<file path="config.mk">
export PLATFORM = sky130hd
export DESIGN_NAME = conv1d_ctrl
export DESIGN_NICKNAME = d
export VERILOG_FILES = /design/src/rtl/conv1d_ctrl.sv
export SDC_FILE = /design/constraint.sdc
export NUM_CORES = 1
export LEC_CHECK = 0
export ABC_AREA = 1
export BUFFER_PORTS_ARGS = -buffer_cell sky130_fd_sc_hd__buf_2
export CORE_ASPECT_RATIO = 0.6
export CORE_MARGIN = 3
export CORE_UTILIZATION = 55
export CTS_BUF_LIST = sky130_fd_sc_hd__clkbuf_8 sky130_fd_sc_hd__clkbuf_16
export DETAILED_ROUTE_END_ITERATION = 10
export MAX_ROUTING_LAYER = met4
export PLACE_DENSITY = 0.82
export SETUP_SLACK_MARGIN = 0.02
export SYNTH_ARGS = -nofsm -noshare
export SYNTH_HDL_FRONTEND = slang
export SYNTH_SLANG_ARGS = --single-unit
</file>
<file path="constraint.sdc">
create_clock -name clk -period 5.6 [get_ports clk]
set_input_delay 1.12 -clock clk [delete_from_list [all_inputs] [get_ports clk]]
set_output_delay 1.12 -clock clk [all_outputs]
set_load 0.01 [all_outputs]
</file>
<file path="src/rtl/conv1d_ctrl.sv">
`default_nettype none
`timescale 1ns/1ps
// +--------------------------------------------------------------------------+
// | Module      : conv1d_ctrl                                                |
// | Description : 1-D convolution controller. Loads N unsigned 8-bit samples |
// |               and M unsigned 8-bit taps over two valid/ready streams,    |
// |               then produces the N+M-1 full-convolution outputs one at a  |
// |               time (low 8 bits of each sum) on a valid/ready output,     |
// |               using a single 8x8 multiply-accumulate per cycle.          |
// | Ports       : clk, rst (async, active-high)                              |
// |               start               - begin a job (only seen when idle)    |
// |               a/a_valid/a_ready   - sample stream                        |
// |               b/b_valid/b_ready   - tap stream                           |
// |               out/out_valid/out_ready - result stream                    |
// |               busy                - job in progress                      |
// |               done                - one-cycle end-of-job pulse           |
// | Revision    : 1.0 - initial release                                      |
// +--------------------------------------------------------------------------+
module conv1d_ctrl #(
    parameter int N = 5,
    parameter int M = 3
) (
    input  logic       clk,
    input  logic       rst,
    input  logic       start,
    input  logic [7:0] a,
    input  logic       a_valid,
    output logic       a_ready,
    input  logic [7:0] b,
    input  logic       b_valid,
    output logic       b_ready,
    output logic [7:0] out,
    output logic       out_valid,
    input  logic       out_ready,
    output logic       busy,
    output logic       done
);

    localparam int CA_W  = $clog2(N + 1);          // sample count 0..N
    localparam int CB_W  = $clog2(M + 1);          // tap count / tap index 0..M
    localparam int IX_W  = $clog2(N + M + 1);      // output index arithmetic
    localparam int AI_W  = (N > 1) ? $clog2(N) : 1;
    localparam int BI_W  = (M > 1) ? $clog2(M) : 1;
    localparam int ACC_W = 16 + $clog2(M);

    localparam logic [2:0] c_st_idle = 3'd0;
    localparam logic [2:0] c_st_load = 3'd1;
    localparam logic [2:0] c_st_mac  = 3'd2;
    localparam logic [2:0] c_st_hold = 3'd3;
    localparam logic [2:0] c_st_fin  = 3'd4;

    localparam logic [CA_W-1:0] c_n_ca   = CA_W'(N);
    localparam logic [CB_W-1:0] c_m_cb   = CB_W'(M);
    localparam logic [CB_W-1:0] c_one_cb = CB_W'(1);
    localparam logic [IX_W-1:0] c_n_ix   = IX_W'(N);
    localparam logic [IX_W-1:0] c_m_ix   = IX_W'(M);
    localparam logic [IX_W-1:0] c_one_ix = IX_W'(1);
    localparam logic [IX_W-1:0] c_klast  = IX_W'(N + M - 2);

    logic [2:0]       r_state;
    logic [CA_W-1:0]  r_na;
    logic [CB_W-1:0]  r_nb;
    logic [IX_W-1:0]  r_k;
    logic [CB_W-1:0]  r_j;       // next tap index to fetch
    logic             r_pv;      // r_prod holds a product not yet accumulated
    logic [15:0]      r_prod;
    logic [ACC_W-1:0] r_acc;
    logic [7:0]       r_amem [N];
    logic [7:0]       r_bmem [M];

    logic             w_fire_a;
    logic             w_fire_b;
    logic [CA_W-1:0]  w_na_nx;
    logic [CB_W-1:0]  w_nb_nx;
    logic             w_load_done;
    logic [IX_W-1:0]  w_fk;
    logic [CB_W-1:0]  w_fj;
    logic [IX_W-1:0]  w_fj_x;
    logic             w_in_rng;
    logic [AI_W-1:0]  w_ai;
    logic [BI_W-1:0]  w_bi;
    logic [15:0]      w_term;
    logic [ACC_W-1:0] w_sum;

    assign w_fire_a    = a_valid & a_ready;
    assign w_fire_b    = b_valid & b_ready;
    assign w_na_nx     = r_na + CA_W'(w_fire_a);
    assign w_nb_nx     = r_nb + CB_W'(w_fire_b);
    // Final beats may land on the same edge that completes the load.
    assign w_load_done = (w_na_nx == c_n_ca) && (w_nb_nx == c_m_cb);

    // Product fetch runs one cycle ahead of the accumulator. While holding a
    // result, the first product (j=0) of the next output is prefetched so the
    // consume edge can launch it; a fresh job has nothing prefetched, which
    // costs one pipeline-fill cycle before y[0].
    assign w_fk     = (r_state == c_st_hold) ? (r_k + c_one_ix) : r_k;
    assign w_fj     = (r_state == c_st_hold) ? '0 : r_j;
    assign w_fj_x   = IX_W'(w_fj);
    assign w_in_rng = (w_fj_x < c_m_ix) && (w_fk >= w_fj_x) &&
                      ((w_fk - w_fj_x) < c_n_ix);
    assign w_ai     = AI_W'(w_fk - w_fj_x);
    assign w_bi     = BI_W'(w_fj);

    always_comb begin
        w_term = '0;
        if (w_in_rng) begin
            w_term = 16'(r_amem[w_ai]) * 16'(r_bmem[w_bi]);
        end
    end

    assign w_sum = r_acc + ACC_W'(r_prod);

    // Operand storage is not reset; it survives idle periods.
    always_ff @(posedge clk) begin
        if (w_fire_a) r_amem[AI_W'(r_na)] <= a;
        if (w_fire_b) r_bmem[BI_W'(r_nb)] <= b;
    end

    always_ff @(posedge clk or posedge rst) begin
        if (rst) begin
            r_state   <= c_st_idle;
            r_na      <= '0;
            r_nb      <= '0;
            r_k       <= '0;
            r_j       <= '0;
            r_pv      <= 1'b0;
            r_prod    <= '0;
            r_acc     <= '0;
            a_ready   <= 1'b0;
            b_ready   <= 1'b0;
            out       <= '0;
            out_valid <= 1'b0;
            busy      <= 1'b0;
            done      <= 1'b0;
        end else begin
            case (r_state)
                c_st_idle: begin
                    if (start) begin
                        r_state <= c_st_load;
                        r_na    <= '0;
                        r_nb    <= '0;
                        r_k     <= '0;
                        r_j     <= '0;
                        r_pv    <= 1'b0;
                        a_ready <= 1'b1;
                        b_ready <= 1'b1;
                        busy    <= 1'b1;
                    end
                end
                c_st_load: begin
                    r_na <= w_na_nx;
                    r_nb <= w_nb_nx;
                    if (w_load_done) begin
                        r_state <= c_st_mac;
                        a_ready <= 1'b0;
                        b_ready <= 1'b0;
                        r_k     <= '0;
                        r_j     <= '0;
                        r_pv    <= 1'b0;
                        r_acc   <= '0;
                    end else begin
                        a_ready <= (w_na_nx != c_n_ca);
                        b_ready <= (w_nb_nx != c_m_cb);
                    end
                end
                c_st_mac: begin
                    if (r_pv && (r_j == c_m_cb)) begin
                        // Last product of this output: publish the sum.
                        r_acc     <= w_sum;
                        out       <= w_sum[7:0];
                        out_valid <= 1'b1;
                        r_pv      <= 1'b0;
                        r_state   <= c_st_hold;
                    end else begin
                        if (r_pv) r_acc <= w_sum;
                        r_prod <= w_term;
                        r_pv   <= 1'b1;
                        r_j    <= r_j + c_one_cb;
                    end
                end
                c_st_hold: begin
                    if (out_ready) begin
                        out_valid <= 1'b0;
                        if (r_k == c_klast) begin
                            r_state <= c_st_fin;
                            done    <= 1'b1;
                        end else begin
                            r_state <= c_st_mac;
                            r_k     <= r_k + c_one_ix;
                            r_prod  <= w_term;
                            r_pv    <= 1'b1;
                            r_j     <= c_one_cb;
                            r_acc   <= '0;
                        end
                    end
                end
                c_st_fin: begin
                    done    <= 1'b0;
                    busy    <= 1'b0;
                    r_state <= c_st_idle;
                end
                default: begin
                    r_state <= c_st_idle;
                end
            endcase
        end
    end

endmodule
`default_nettype wire

</file>
Word level (Yosys, flattened, before mapping). Memory sizes are Yosys's and may differ from the RTL's. Cells that the tools add are included.

RAM bits: 64. Bits in registers: 62. Logic and storage cells: 124. Output and inout port bits: 13. Memories: 2.

Memories: r_amem (words 5, width 8, rd ports 1, clocked after memory_dff 0, wr ports 1, RTL line 68) `logic [7:0] r_amem [N];`; r_bmem (words 3, width 8, rd ports 1, clocked after memory_dff 0, wr ports 1, RTL line 69) `logic [7:0] r_bmem [M];`.

Bitwise operators: 2. Multipliers: 1. Reduce and logical (&&, ||, !) cells: 23. Equal/unequal tests: 18. Magnitude comparators: 3. Muxes and demuxes: 55. $add $sub $neg: 6.

Operators with widths (number): 18-bit two-way mux (5); 16-bit two-way mux (4); 18-bit case mux with 3 select lines (1); 16-bit case mux with 2 select lines (1); 4-bit two-way mux (5); 18-bit by 16-bit adder with 18-bit output (1); 3-bit two-way mux (6); 8-bit by 8-bit multiplier with 16-bit output (1); 1-bit two-way mux (16); 5-bit AND reduction (3); 2-bit inequality test (second input constant) (7); 2-bit two-way mux (6); 3-bit case mux with 4 select lines (1); 4-bit case mux with 3 select lines (1); 1-bit case mux with 2 select lines (5); 2-bit case mux with 4 select lines (1); 4-bit AND reduction (2); 2-bit nonzero test (4); 3-bit by 2-bit == test with 1-bit output (second input constant) (2); 3-bit == test (second input constant) (2); 3-bit inequality test (second input constant) (2); 3-bit case mux with 2 select lines (1); 2-bit AND reduction (3); 3-bit AND reduction (2); other kinds (20) (26).

Longest topological paths before layout.
Depth after elaboration: 9. Mapped depth: 35. Depth with buffers taken out: 33.

Worst setup path before layout. OpenSTA, ideal clock, no wires.

Path kind: register -> register. From: reg r_state[1]. To: reg r_prod[7]. Arrival time: 5.548 ns. Slack: -0.066 ns. Data required time: 5.483 ns. Setup time: 0.117 ns. Clock period less this slack: 5.666 ns. Stages on the path, launching flop included: 31. Path through: dfrtp_1 > nand2_2 > nor2_4 > ha_1 > ha_1 > fa_1 > buf_2 > inv_1 > nand3_1 > nand2_1 > nand3_1 > nand2_4 > nor2_1 > fa_1 > inv_1 > fa_1 > fa_1 > fa_1 > inv_1 > ha_1 > a21oi_1 > nand2_1 > xnor2_1 > nand3b_1 > nand2_1 > xnor2_1 > nand2_1 > nand2_1 > nand2_1 > nand3_1 > nand2_1.

Longest elaborated chain between the ends: 9. Elaborated cells on any way between the ends: 23. Classes of those cells: add/sub (1); mul (1); order compare (3); eq/ne (5); mux (7); reduce/logical (4); memory (2).

Ends and longest elaborated chain: from (decl) (RTL line 60) `logic [2:0] r_state;`; from (signal assigned) (RTL line 121) `r_state <= c_st_idle;`; from (signal assigned) (RTL line 139) `r_state <= c_st_load;`; from (signal assigned) (RTL line 154) `r_state <= c_st_mac;`; 3-bit by 2-bit == test with 1-bit output (RTL line 96, 97, 136); 4-bit two-way mux / 2-bit two-way mux (equally long branches) (RTL line 96, 97); 4-bit by 2-bit subtractor with 4-bit output, or another cell as far along (RTL line 101) `assign w_ai = AI_W'(w_fk - w_fj_x);`; memory 5 x 8 bit, or another cell as far along; 8-bit by 8-bit multiplier with 16-bit output / 1-bit logical AND (equally long branches) (RTL line 107, 99); 16-bit two-way mux (RTL line 106) `if (w_in_rng) begin`; 16-bit two-way mux (RTL line 184) `if (r_k == c_klast) begin`; 16-bit two-way mux (RTL line 182) `if (out_ready) begin`; 16-bit case mux with 2 select lines (RTL line 136) `case (r_state)`; to (signal assigned) (RTL line 176) `r_prod <= w_term;`; to (signal assigned) (RTL line 190) `r_prod <= w_term;`; to (decl) (RTL line 66) `logic [15:0] r_prod;`.

Several ways; a longest one is shown, not always the timed one. The select of a mux whose other input is x is not followed. A chain may end at the register's enable or synchronous reset.

Worst setup path in the final report. Same ends and word-level chain as after synthesis.

==> run summary <==
status = finished clean
CP required = 5.85 ns
DIE AREA = 12,300 um^2
CTS H-tree lvls = 3
slowest CP cell = fa_2
Clock Skew = 0.0108 ns
Pre-antenna DRT Iters = 7
area delta synth->final = 19.8%
num rows = 28
Synth top area share = 0.319
critical path class = reg -> reg
Critical Path Fanout Max = 6
clock root cell = clkbuf_16
Seq/Total Area, Yosys = 0.502
post-synthesis register bit count = 108
core area = 10,300 um^2
RSZ-0062 raised after global routing = yes
vias in the first global route = 4,647
hold buffer count at CTS = 0
minimum clock period = 5.51 ns
TritonCTS clock tree = built
all-layer global routing usage = 0.247
MaxCap Viol Count = 0
effective utilization at floorplan = 0.587
Max Fclk = 182 MHz
Cell Area, Synth = 6030 um^2
Clock Latency Late Sink = 0.36 ns
first-pass GRT wire length = 22,900 um
Worst-path clk slew = 0.08 ns
setup violators final = 0
synth unique cells = 38
most frequent cells after synthesis = nand2_1, inv_1, edfxtp_1
DRC errors left = 0
leading area contributor after synthesis = edfxtp_1
endpoint class of the critical path = register
GP Congestion = 0.992
pre-CTS WS = -0.187 ns
syn_area_per_cell = 9.36 um^2
synth top area cells = edfxtp_1, dfrtp_1, nand2_1, ha_1, inv_1
fin crit share = 0.984
share of cells above drive strength 1 = 0.235
Worst EP arrival = 5.75 ns
Die Wd = 141 um
count leader, synth = nand2_1
Final Hold Viols = 0
vias = 4,750
Port Buffers = 34
Filler cells = 781
top_reg_cell synth = edfxtp_1
delay of the slowest cell on the worst path = 0.68 ns
# diodes = 0
nets@finish = 796
slew of the pin with the lowest slew margin = 1.01 ns
DR vias/cell = 5.47
final worst setup slack = 0.0918 ns
average wire per standard cell = 16.3 um
DRT antenna net count = 0
final hold slack = 0.480 ns
CP Launch Type = register
Cells after Synth = 644
Die Height = 87.1 um
Slew Viols, Final = 0
Slew headroom = 0.321
cts bufs inserted = 9
post-detailed-routing wire length = 14,100 um
Tightest Hold Check Type = reg -> reg
largest net degree at the start of global routing = 45
Syn Nets = 712
IO Pins = 35
Post-synth EDFFs = 64
Num Clock Sinks = 108
Ys Warns = 0
initial antenna violation count = 0
clock buffer depth = 2
detailed router's first-iteration violation count = 390
grt total ovfl = 0
post-layout util = 0.703
Synth async-reset ratio = 0.407
Detail Placement HPWL = 10,500 um
CP most frequent cell = nand2_2
[cells by family (layout without fill, tap and decap cells)]
| group | count (synthesis) | after routing | share of synthesized area |
|---|---|---|---|
| fa+ha+maj | 46 | 46 | 0.113 |
| simple gates | 284 | 284 | 0.218 |
| xor+xnor | 13 | 13 | 0.0189 |
| flops | 108 | 108 | 0.502 |
| compound gates | 79 | 79 | 0.0745 |
| buf+inv | 114 | 203 | 0.0741 |
[through the flow]
stage / instances / TNS, ns / cell area [um^2]
global route: 868 / -0.136 / 7220
detailed placement: 844 / -0.187 / 6630
CTS: 862 / 0 / 7030
global placement: 844 / -0.0456 / 6630
floorplan: 644 / 0 / 6040
finish: 868 / 0 / 7220
[state kept, by name, indices dropped and copies added, names as in the netlist]
signal	cells
done	1
a_ready	1
r_nb	2
r_j	2
r_k	4
r_amem	40
r_pv	1
r_bmem	24
r_prod	8
r_state	3
r_acc	8
busy	1
out	8
out_valid	1
b_ready	1
r_na	3
[area by class of cell]
class | instances | area [um^2] | area share
Clock buffer | 10 | 250 | 0.0347
Tap cell | 135 | 169 | 0.0234
Inverter | 107 | 404 | 0.0560
Multi-Input combinational cell | 422 | 2790 | 0.386
Clock inverter | 6 | 47.5 | 0.00658
Timing Repair Buffer | 80 | 538 | 0.0745
Sequential cell | 108 | 3020 | 0.419
[metal layers]
metal  vias to the layer above  routed length (um)  track usage
met5                         -                   0            -
met4                         0                 257       0.0554
met3                        30                1000       0.0527
met2                       187                6260        0.372
met1                      2253                6620        0.349
li1                       2280                   -            -
[layout by cell type, fill, tap and decap left out, drive strengths merged]
cell	synthesis	routed
inv	107	109
or2	2	2
a31o	1	1
ha	32	32
o21ai	56	56
nand3	55	55
clkinv	0	3
buf	6	80
a22o	3	3
edfxtp	64	64
nand3b	5	5
xnor2	6	6
dfrtp	44	44
clkinvlp	0	1
o31ai	2	2
a21o	1	1
nand2	149	149
o21ba	1	1
nor3	10	10
fa	14	14
nor2	56	56
nand4	7	7
a21oi	10	10
xor2	7	7
o22ai	4	4
clkbuf	1	10
a221oi	1	1
[critical path, delay by kind of cell (launching register included)]
kind,cells,cell delay (ns)
buffers and inverters,3,0.26
AND/OR/NAND/NOR,15,1.36
AO/OA/AOI/OAI,1,0.13
flip-flops,1,0.38
XOR/XNOR,2,0.24
adder cells (fa/ha/maj),8,3.04
[repair_timing]
item | CTS | global route
pin swaps | 16 | 33
buffers inserted | 2 | 6
endpoints found under the setup margin | 1 | 1
gates resized for setup | 21 | 36
[worst paths after layout]
kind | startpoint | end | slack, ns | cells past startpoint
setup reg to reg | r_state[1] | r_prod[7] | 0.09 | 29
setup / recovery | r_state[1] | r_prod[7] | 0.09 | 29
max in group asynchronous | rst | r_state[2] | 4.29 | 3
hold reg to reg | out[2] | out[2] | 0.48 | 2
hold / removal | out[2] | out[2] | 0.48 | 2
min in group asynchronous | rst | out[0] | 0.89 | 3
Power is not shown: default switching activity piles up to over one toggle a cycle in this logic, so the estimate is an artifact.
